### config.mk
export PLATFORM = sky130hd
export DESIGN_NAME = irq_controller
export DESIGN_NICKNAME = d
export VERILOG_FILES = /design/src/rtl/irq_controller.sv
export SDC_FILE = /design/constraint.sdc
export NUM_CORES = 1
export LEC_CHECK = 0
export BUFFER_PORTS_ARGS = -buffer_cell sky130_fd_sc_hd__buf_2
export CAP_MARGIN = 30
export CORE_MARGIN = 2
export CORE_UTILIZATION = 30
export CTS_BUF_LIST = sky130_fd_sc_hd__clkbuf_8
export CTS_CLUSTER_SIZE = 14
export DETAILED_ROUTE_END_ITERATION = 10
export PLACE_DENSITY = 0.82
export SLEW_MARGIN = 20
export SYNTH_ARGS = -nofsm -noshare
export SYNTH_HDL_FRONTEND = slang
export SYNTH_SLANG_ARGS = --single-unit
### constraint.sdc
create_clock -name CLOCK_50 -period 1.5 [get_ports CLOCK_50]
set_clock_uncertainty 0.1 [all_clocks]
set_input_delay 0.225 -clock CLOCK_50 [delete_from_list [all_inputs] [get_ports CLOCK_50]]
set_output_delay 0.225 -clock CLOCK_50 [all_outputs]
set_load 0.01 [all_outputs]
### src/rtl/irq_controller.sv
// External interrupt controller feeding processor_arm's ExtIRQ input.
// Rising edges on irq_src are latched into a pending register. Pending bits are
// qualified by a mask, and the lowest-index active source is presented on irq_id.
// A source is retired on the processor's ExtIAck.
// The mask and write-1-to-clear registers are written by snooping the data-memory
// store bus.
// Optional macro IRQ_SYNC_EN: when defined, a 2-flop synchronizer sits in front of
// the edge detector.
module irq_controller #(
  parameter int unsigned     NSRC      = 4,
  parameter int unsigned     IDW       = 2,
  parameter int unsigned     N         = 64,
  parameter logic [N-1:0]    MASK_ADDR = 64'h400,
  parameter logic [N-1:0]    CLR_ADDR  = 64'h408
) (
  input  logic             CLOCK_50,
  input  logic             reset,
  input  logic [NSRC-1:0]  irq_src,
  input  logic [N-1:0]     DM_addr,
  input  logic [N-1:0]     DM_writeData,
  input  logic             DM_writeEnable,
  input  logic             ExtIAck,
  output logic             ExtIRQ,
  output logic [IDW-1:0]   irq_id,
  output logic [NSRC-1:0]  irq_pending
);

  typedef enum logic [1:0] {StIdle, StReq, StAck} state_e;

  state_e          state_q;
  logic [NSRC-1:0] src_in;
  logic [NSRC-1:0] src_prev_q;
  logic [NSRC-1:0] pending_q, pending_d;
  logic [NSRC-1:0] mask_q;
  logic [NSRC-1:0] src_event;
  logic [NSRC-1:0] store_clr;
  logic [NSRC-1:0] ack_clr;
  logic [NSRC-1:0] active;
  logic            mask_we;
  logic            clr_we;

  // Upper store-data bits have no register behind them.
  logic unused_data;
  assign unused_data = ^DM_writeData[N-1:NSRC];

  // Lowest set index wins.
  function automatic logic [IDW-1:0] prio(input logic [NSRC-1:0] v);
    prio = '0;
    for (int i = NSRC - 1; i >= 0; i--) begin
      if (v[i]) prio = IDW'(i);
    end
  endfunction

`ifdef IRQ_SYNC_EN
  logic [NSRC-1:0] sync1_q, sync2_q;

  // Two-flop synchronizer for asynchronous peripheral lines.
  always_ff @(posedge CLOCK_50 or posedge reset) begin
    if (reset) begin
      sync1_q <= '0;
      sync2_q <= '0;
    end else begin
      sync1_q <= irq_src;
      sync2_q <= sync1_q;
    end
  end

  assign src_in = sync2_q;
`else
  assign src_in = irq_src;
`endif

  assign mask_we = DM_writeEnable && (DM_addr == MASK_ADDR);
  assign clr_we  = DM_writeEnable && (DM_addr == CLR_ADDR);
  assign active  = pending_q & mask_q;

  // Edge detect and pending next-state; a new event beats any clear.
  always_comb begin
    src_event = src_in & ~src_prev_q;
    store_clr = clr_we ? DM_writeData[NSRC-1:0] : '0;
    ack_clr   = '0;
    if (state_q == StReq && ExtIAck) begin
      for (int i = 0; i < NSRC; i++) begin
        ack_clr[i] = (irq_id == IDW'(i));
      end
    end
    pending_d = (pending_q & ~(store_clr | ack_clr)) | src_event;
  end

  // Source history, pending and mask registers.
  always_ff @(posedge CLOCK_50 or posedge reset) begin
    if (reset) begin
      src_prev_q <= '0;
      pending_q  <= '0;
      mask_q     <= '0;
    end else begin
      src_prev_q <= src_in;
      pending_q  <= pending_d;
      if (mask_we) mask_q <= DM_writeData[NSRC-1:0];
    end
  end

  // Request/acknowledge handshake with registered ExtIRQ and irq_id.
  always_ff @(posedge CLOCK_50 or posedge reset) begin
    if (reset) begin
      state_q <= StIdle;
      ExtIRQ  <= 1'b0;
      irq_id  <= '0;
    end else begin
      unique case (state_q)
        StIdle: begin
          if (active != '0) begin
            state_q <= StReq;
            ExtIRQ  <= 1'b1;
            irq_id  <= prio(active);
          end
        end
        StReq: begin
          if (ExtIAck) begin
            state_q <= StAck;
            ExtIRQ  <= 1'b0;
          end else if (active == '0) begin
            state_q <= StIdle;
            ExtIRQ  <= 1'b0;
          end else begin
            // Re-evaluate so a higher-priority arrival preempts before ack.
            irq_id <= prio(active);
          end
        end
        StAck: begin
          // Hold until the ack pulse ends so one pulse retires one source.
          if (!ExtIAck) state_q <= StIdle;
        end
        default: begin
          state_q <= StIdle;
          ExtIRQ  <= 1'b0;
        end
      endcase
    end
  end

  assign irq_pending = pending_q;

endmodule
==> results of run 1 <==
==> synthesized netlist by cell type <==
master	instances
nand2_1	6
nand3b_1	1
and2_1	1
a21oi_1	4
and3_1	2
nor2_1	2
o41ai_1	1
o22ai_1	2
xor2_1	1
nand3_1	3
inv_1	5
a32o_1	2
o21a_1	1
nand4_1	8
dfrtp_1	17
nor4_1	21
nor4b_1	2
mux2_2	5
nor4_2	5
o21ai_0	2
nand2b_1	1
a22o_1	1
a32oi_1	1
nor4b_2	1
==> repair_timing <==
item | 4_1_cts | 5_1_grt
cloned | 0 | 0
pin swaps | 2 | 8
endpoints found under the setup margin | 5 | 8
hold endpoints to repair | 20 | 0
resized for setup | 3 | 18
hold buffers | 4 | 0
==> worst min-delay path by stage <==
stage                           from             to  slack [ps]
after floorplan                reset         ExtIRQ          50
after global placement         reset         ExtIRQ         140
after detailed placement       reset         ExtIRQ         150
after CTS                 irq_src[3]  src_prev_q[3]          10
after global routing      irq_src[3]  src_prev_q[3]           5
final                     irq_src[3]  src_prev_q[3]          10
==> logic make-up (layout without fill, tap and decap cells) <==
family                    count (synthesis)  in the layout  share of synthesized area (%)
AOI/OAI and AO/OA                        14             14                           10.0
xor gates and xnor gates                  1              1                          0.913
buffers and inverters                     5             98                           1.96
DFF                                      17             17                           44.3
muxes                                     5              5                           5.87
and+or+nand+nor                          53             53                           36.9
==> critical path: cells and delay by family <==
family	cells	cell delay [ps]
buf+inv	2	300
simple gates	4	850
compound gates	1	250
==> routing by layer <==
metal  vias to the layer above  GRT usage, %  routed length, um
li1                        581             -                  -
met1                       606          24.1               1380
met2                        21          35.3               2080
met3                         5          3.20                117
met4                         0          5.28                 39
met5                         -             0                  0
==> area by class of cell <==
class | instances | area, um^2 | share of cell area (%)
inverter | 5 | 18.8 | 1.11
clock buffer | 3 | 41.3 | 2.44
clock inverter | 1 | 3.75 | 0.221
sequential | 17 | 425 | 25.1
multi-input combinational | 73 | 659 | 38.9
timing repair buffer | 89 | 492 | 29.0
tap | 44 | 55.1 | 3.25
==> per-stage QoR <==
step           setup WS (ps)  power, mW
2_1_floorplan          -32.2      0.502
3_3_place_gp            -311      0.633
3_5_place_dp            -271      0.637
4_1_cts               -0.439      0.978
5_1_grt                 -209       1.05
6_report               -88.6       1.00
==> where the power goes <==
part	internal [mW]	total, mW	switching, mW
registers	0.464	0.465	0.00151
logic	0.105	0.208	0.103
clock network	0.181	0.329	0.148
total	0.750	1.00	0.252
==> sequential cells by signal (all words and copies together), names as in the netlist <==
signal / count
src_prev_q: 4
state_q: 2
irq_pending: 4
mask_q: 4
ExtIRQ: 1
irq_id: 2
==> flow_summary.toml, run 1 <==
[status]
outcome = "finished, violations left"
violations = "negative setup slack"

[timing]
tightest_slew_ps = 338
hold_viol_final = 0
setup_tns_ps = -266
maxSlewHeadroom_pct = 77.2
drv_slew = 0
period_needed_ps = 1590
min_period_over_period_pct = 106
finalSetupViolations = 8
rsz0062_at_grt = "true"
setup_ws_ps = -88.6
fmax_ghz = 0.630
hold_ws_ps = 11.3

[clock_tree]
tritoncts = "yes"
cts_buffer_depth = 2
clk_latency_ps = 250
cts_setup_buffers = 0
cts_sinks = 17
cts_buffers = 3
path_clk_slew_ps = 70
cts_htree_levels = 1
cts_root_buf = "clkbuf_8"

[synthesis]
synth_area_leader_cell = "dfrtp_1"
synth_seq_cells = 17
syn_avg_cell_area_um2 = 10.1
synth_top_cells_by_area = "dfrtp_1, nor4_1, nor4_2"
ys_seq_area_share_pct = 44.3
syn_nets = 231
yosys_warnings = 0
syn_area_um2 = 960
synth.top_cell.area_share_pct = 44.3
ys_types = 24
netlist_instances = 95

[global_route]
grt_pass1_wl_um = 5350
grt_max_degree = 18
track_usage_pct = 19.6
antenna_found_initial = 0
overflow = 0
grt_pass1_vias = 1240

[placed_design]
port_buffers = 82
hpwl_um = 2670
place_inst = 224
gp_congestion = 0.842
post_dp_cell_area_um2 = 1470

[floorplanning]
core_um2 = 3050
die_x_um = 60.6
die-area_um2 = 3670
rows = 20
ios = 143
initial_core_util_pct = 31.4
die-height_um = 60.6

[drt]
ant_nets = 0
drc = 0
firstDrtPassIters = 4
routed_wl_um = 3620
via_per_inst = 5.23
vias = 1213
wl_per_cell_um = 15.6
drtIter0Drc = 45

[worst_hold_path]
whs_path_depth = 1
hp-class = "input port to register"

[setup_path]
cp-endpoint = "irq_pending[1]"
worst_path_most_repeated_cell = "nor4_2"
startpoint = "DM_addr[14]"
max_stage_delay_ps = 310
start_kind = "input port"
reg2reg_to = "ExtIRQ"
cp-end-kind = "register"
cp_slowest_cell = "nor4_2"
crit_required_ps = 1530
crit_chain = "buf_2 -> nor4_2 -> nand4_1 -> nor4_2 -> buf_4 -> nand3_2 -> a32o_1"
r2r_slack_ps = 130
r2r_start = "irq_pending[1]"
critical_path.max_fanout = 4
cp.arrival_ps = 1620
reg2reg_depth = 5
worstSetupPathType = "input port to register"

[finish]
diodes = 0
final_nets = 325
layout_commonest_cell = "buf_2"
final_layout_size_suffix_gt1_share_pct = 60.6
fin_util_pct = 55.5
fillers = 292
instances_no_fill = 232
syn2layout_area_growth_pct = 76.7
final_cell_mix = "buf_2, dfrtp_1, nor4_2, nor4_1, nand4_1"
post-route-cell-area_um2 = 1700

[flow_run]
maxCapViolations = 0

[power_and_ir_drop]
power.density_nw_per_um2 = 591
leakagePower_nw = 0.755
ir_drop_mv = 0.293
(Power assumes the default switching activity.)
==> run 2, diff against run 1 <==
Settings changed: CORE_ASPECT_RATIO from default to 0.7, GPL_TIMING_DRIVEN from default to 0, PLACE_DENSITY 0.82 to 0.84.
==> flow_summary.toml, run 2 (synthesis results as in run 1) <==
[finish]
final_nets = 323
final_cell_mix = "buf_2, dfrtp_1, nor4_2, nor4_1, nand4_1"
fin_util_pct = 54.6
final_layout_size_suffix_gt1_share_pct = 59.1
fillers = 284
syn2layout_area_growth_pct = 76.5
diodes = 0
layout_commonest_cell = "buf_2"

[placed_design]
place_ws_ps = -458
hpwl_um = 2630
gp_congestion = 0.841
port_buffers = 82

[global_route]
grt_max_degree = 18
antenna_found_initial = 0
track_usage_pct = 17.8
grt_pass1_vias = 1243
overflow = 0
grt_pass1_wl_um = 5230

[floorplanning]
core_um2 = 3110
rows = 17
initial_core_util_pct = 30.9
die-area_um2 = 3670
die-height_um = 51.3
ios = 143
die_x_um = 71.6

[power_and_ir_drop]
leakagePower_nw = 0.767
p_total_mw = 1.00
power.density_nw_per_um2 = 592
ir_drop_mv = 0.318

[setup_path]
critical_path.max_fanout = 4
worstSetupPathType = "input port to register"
crit_required_ps = 1540
cp-end-kind = "register"
start_kind = "input port"
cp.arrival_ps = 1630

[status]
outcome = "finished, violations left"
violations = "negative setup slack"

[clock_tree]
cts_htree_levels = 1
cts_buffers = 3
cts_sinks = 17
cts_setup_buffers = 0
cts_root_buf = "clkbuf_8"
tritoncts = "yes"
cts_buffer_depth = 2
clk_latency_ps = 250
path_clk_slew_ps = 60

[timing]
hold_viol_final = 0
min_period_over_period_pct = 106
rsz0062_at_grt = "true"
drv_slew = 0
period_needed_ps = 1590
setup_ws_ps = -92.4
tightest_slew_ps = 639
hold_ws_ps = 114
fmax_ghz = 0.628
finalSetupViolations = 6
setup_tns_ps = -210
maxSlewHeadroom_pct = 57.4

[drt]
ant_nets = 0
drtIter0Drc = 86
firstDrtPassIters = 4
wl_per_cell_um = 14.7
via_per_inst = 5.25
routed_wl_um = 3300
drc = 0
vias = 1175

[flow_run]
maxCapViolations = 0

[worst_hold_path]
hp-class = "input port to register"
## run 2: cell count changes in the layout (fill, tap and decap cells not counted), sizes merged
cell and delta:
dlygate4sd3 +1, buf -3
## run 2: cell type report
cell class | count | area, um^2 | share of cell area [%]
Multi-Input combinational cell | 73 | 659 | 38.9
Inverter | 5 | 18.8 | 1.11
Timing Repair Buffer | 87 | 498 | 29.4
Clock buffer | 3 | 41.3 | 2.44
Sequential cell | 17 | 425 | 25.1
Tap cell | 38 | 47.5 | 2.81
Clock inverter | 1 | 3.75 | 0.222
## run 2: metrics by stage
step,cell area [um^2],std cells
2_1_floorplan,986,95
3_3_place_gp,1440,215
3_5_place_dp,1440,215
4_1_cts,1610,224
5_1_grt,1690,224
6_report,1690,224
## run 2: per-layer routing
layer	routed length (um)	share of wire [%]	GRT usage, %
met1	1400	42	22.2
met4	16	0.49	3.14
met3	206	6.3	2.96
met5	0	0	0
met2	1670	51	32.7
## run 2: path summary, 6_finish.rpt
path / from / to / slack (ps) / cells past startpoint
setup / recovery: DM_addr[9] / irq_pending[1] / -90 / 6
max in group asynchronous: reset / irq_id[1] / 370 / 3
hold / removal: ExtIAck / state_q[1] / 110 / 2
hold reg to reg: src_prev_q[0] / irq_pending[0] / 330 / 1
setup reg to reg: state_q[0] / irq_id[0] / 60 / 3
min in group asynchronous: reset / mask_q[2] / 520 / 3
## run 2: critical path, stage by stage
cell     delay [ps]
buf_2           120
nor4_4          270
nand4_1         190
nor4_4          390
nand3_1         150
a32o_1          270
## run 2: timing repair
item,4_1_cts,5_1_grt
pin swaps,10,12
setup endpoints to repair,8,9
gates resized for setup,10,14
hold buffers,5,0
endpoints found under the hold margin,21,0
## run 2: power by group
group	switching, mW	internal [mW]
registers	0.00154	0.464
logic	0.0963	0.109
clock network	0.150	0.181
==> run 3, diff against run 2 <==
Settings changed: SETUP_SLACK_MARGIN from default to 0.4.
==> flow_summary.toml, run 3 (synthesis results as in run 1) <==
[status]
outcome = "finished, violations left"
violations = "negative hold slack, negative setup slack"

[setup_path]
critical_path.max_fanout = 3
cp-endpoint = "irq_pending[0]"
reg2reg_to = "irq_id[0]"
worstSetupPathType = "input port to register"
crit_chain = "buf_2 -> nor4b_2 -> nand4_1 -> nor4_4 -> buf_4 -> and3_4 -> o22ai_2"
reg2reg_depth = 3
crit_buf_inv = 2
r2r_slack_ps = 70
path_delay_family = "simple AND/OR/NAND/NOR gates"
cp_slowest_cell = "nor4_4"
cp.depth = 7
start_kind = "input port"
cp-end-kind = "register"
startpoint = "DM_addr[13]"
r2r_start = "irq_pending[1]"
max_stage_delay_ps = 390
crit_required_ps = 1510
cp.arrival_ps = 1620

[drt]
via_per_inst = 5.19
drtIter0Drc = 72
vias = 1236
routed_wl_um = 3750
firstDrtPassIters = 4
wl_per_cell_um = 15.7
drc = 0
ant_nets = 0

[global_route]
grt_max_degree = 18
overflow = 0
track_usage_pct = 19.9
antenna_found_initial = 0
grt_pass1_wl_um = 5650
grt_pass1_vias = 1259

[clock_tree]
cts_buffers = 3
cts_sinks = 17
cts_buffer_depth = 2
tritoncts = "yes"
cts_root_buf = "clkbuf_8"
cts_htree_levels = 1
path_clk_slew_ps = 60
clk_latency_ps = 250

[finish]
final_layout_size_suffix_gt1_share_pct = 67.5
post-route-cell-area_um2 = 1940
final_nets = 337
final_cell_mix = "buf_2, dfrtp_1, buf_6, buf_4, nor4_2"
diodes = 0
layout_commonest_cell = "buf_2"
syn2layout_area_growth_pct = 102

[floorplanning]
die-height_um = 51.3
die-area_um2 = 3670
initial_core_util_pct = 30.9
core_um2 = 3110
ios = 143
rows = 17
die_x_um = 71.6

[timing]
rsz0062_at_grt = "true"
setup_ws_ps = -107
maxSlewHeadroom_pct = 57.3
finalSetupViolations = 8
min_period_over_period_pct = 107
tightest_slew_ps = 640
drv_slew = 0
hold_viol_final = 17
fmax_ghz = 0.622
hold_ws_ps = -48.3
period_needed_ps = 1610

[placed_design]
gp_congestion = 0.853
port_buffers = 82
hpwl_um = 2570
post_dp_cell_area_um2 = 1480

[worst_hold_path]
hp-class = "input port to asynchronous set/reset pin"

[power_and_ir_drop]
ir_drop_mv = 0.334
leakagePower_nw = 0.883
power.density_nw_per_um2 = 530

[flow_run]
maxCapViolations = 0
[run 3: cell count changes in the layout (fill, tap and decap cells not counted), moves of 3 or more]
cell	change
buf_4	+13
buf_2	-7
a21oi_1	-3
buf_6	+9
[run 3: where the power goes]
group / switching (mW) / total (mW) / internal [mW] / leakage [nW]
Clock: 0.153 / 0.335 / 0.182 / 0.0269
Sequential: 0.00217 / 0.466 / 0.464 / 0.207
Combinational: 0.105 / 0.225 / 0.120 / 0.649
Total: 0.260 / 1.03 / 0.766 / 0.883
[run 3: timing repair]
item,in CTS,in global routing
buffers inserted,11,5
endpoints found under the hold margin,20,0
pin swaps,9,19
setup endpoints to repair,18,19
gates resized for setup,23,26
hold buffers,3,0
[run 3: metal layers]
metal	vias up	routed length (um)	global-route usage [%]
li1	602	-	-
met1	596	1510	24.4
met2	34	2030	37.5
met3	4	177	2.56
met4	0	27	3.77
met5	-	0	0
[run 3: through the flow]
step / std cells / setup WS [ps] / util (%) / TNS [ps] / power (mW)
final: 238 / -107 / 62.4 / -670 / 1.03
after global routing: 238 / -146 / 62.4 / -1000 / 1.07
after CTS: 233 / -92.6 / 56.7 / -545 / 1.00
after detailed placement: 215 / -465 / 47.5 / -3300 / 0.641
after global placement: 215 / -447 / 47.5 / -3240 / 0.636
after floorplan: 95 / -27.6 / - / -55.2 / 0.504
[run 3: worst min-delay path by stage]
stage | startpoint | end | slack (ps) | cells past startpoint
2_1_floorplan | reset | ExtIRQ | 50 | 1
3_3_place_gp | reset | src_prev_q[3] | 230 | 2
3_5_place_dp | reset | src_prev_q[3] | 240 | 2
4_1_cts | reset | mask_q[3] | -30 | 2
5_1_grt | reset | irq_pending[3] | 6 | 2
6_report | reset | irq_pending[3] | -50 | 2
[run 3: worst register-to-register path, stage by stage, from the launching register on]
cell and delay [ps]:
dfrtp_1 410, a22o_1 260, o21a_1 230, mux2_4 310
[run 3: layout make-up]
| cell class | count | area (um^2) |
|---|---|---|
| multi-input combinational | 73 | 743 |
| sequential | 17 | 425 |
| clock inverter | 1 | 3.75 |
| timing repair buffer | 101 | 657 |
| fill | 263 | 1170 |
| tap | 38 | 47.5 |
| clock buffer | 3 | 41.3 |
| inverter | 5 | 18.8 |
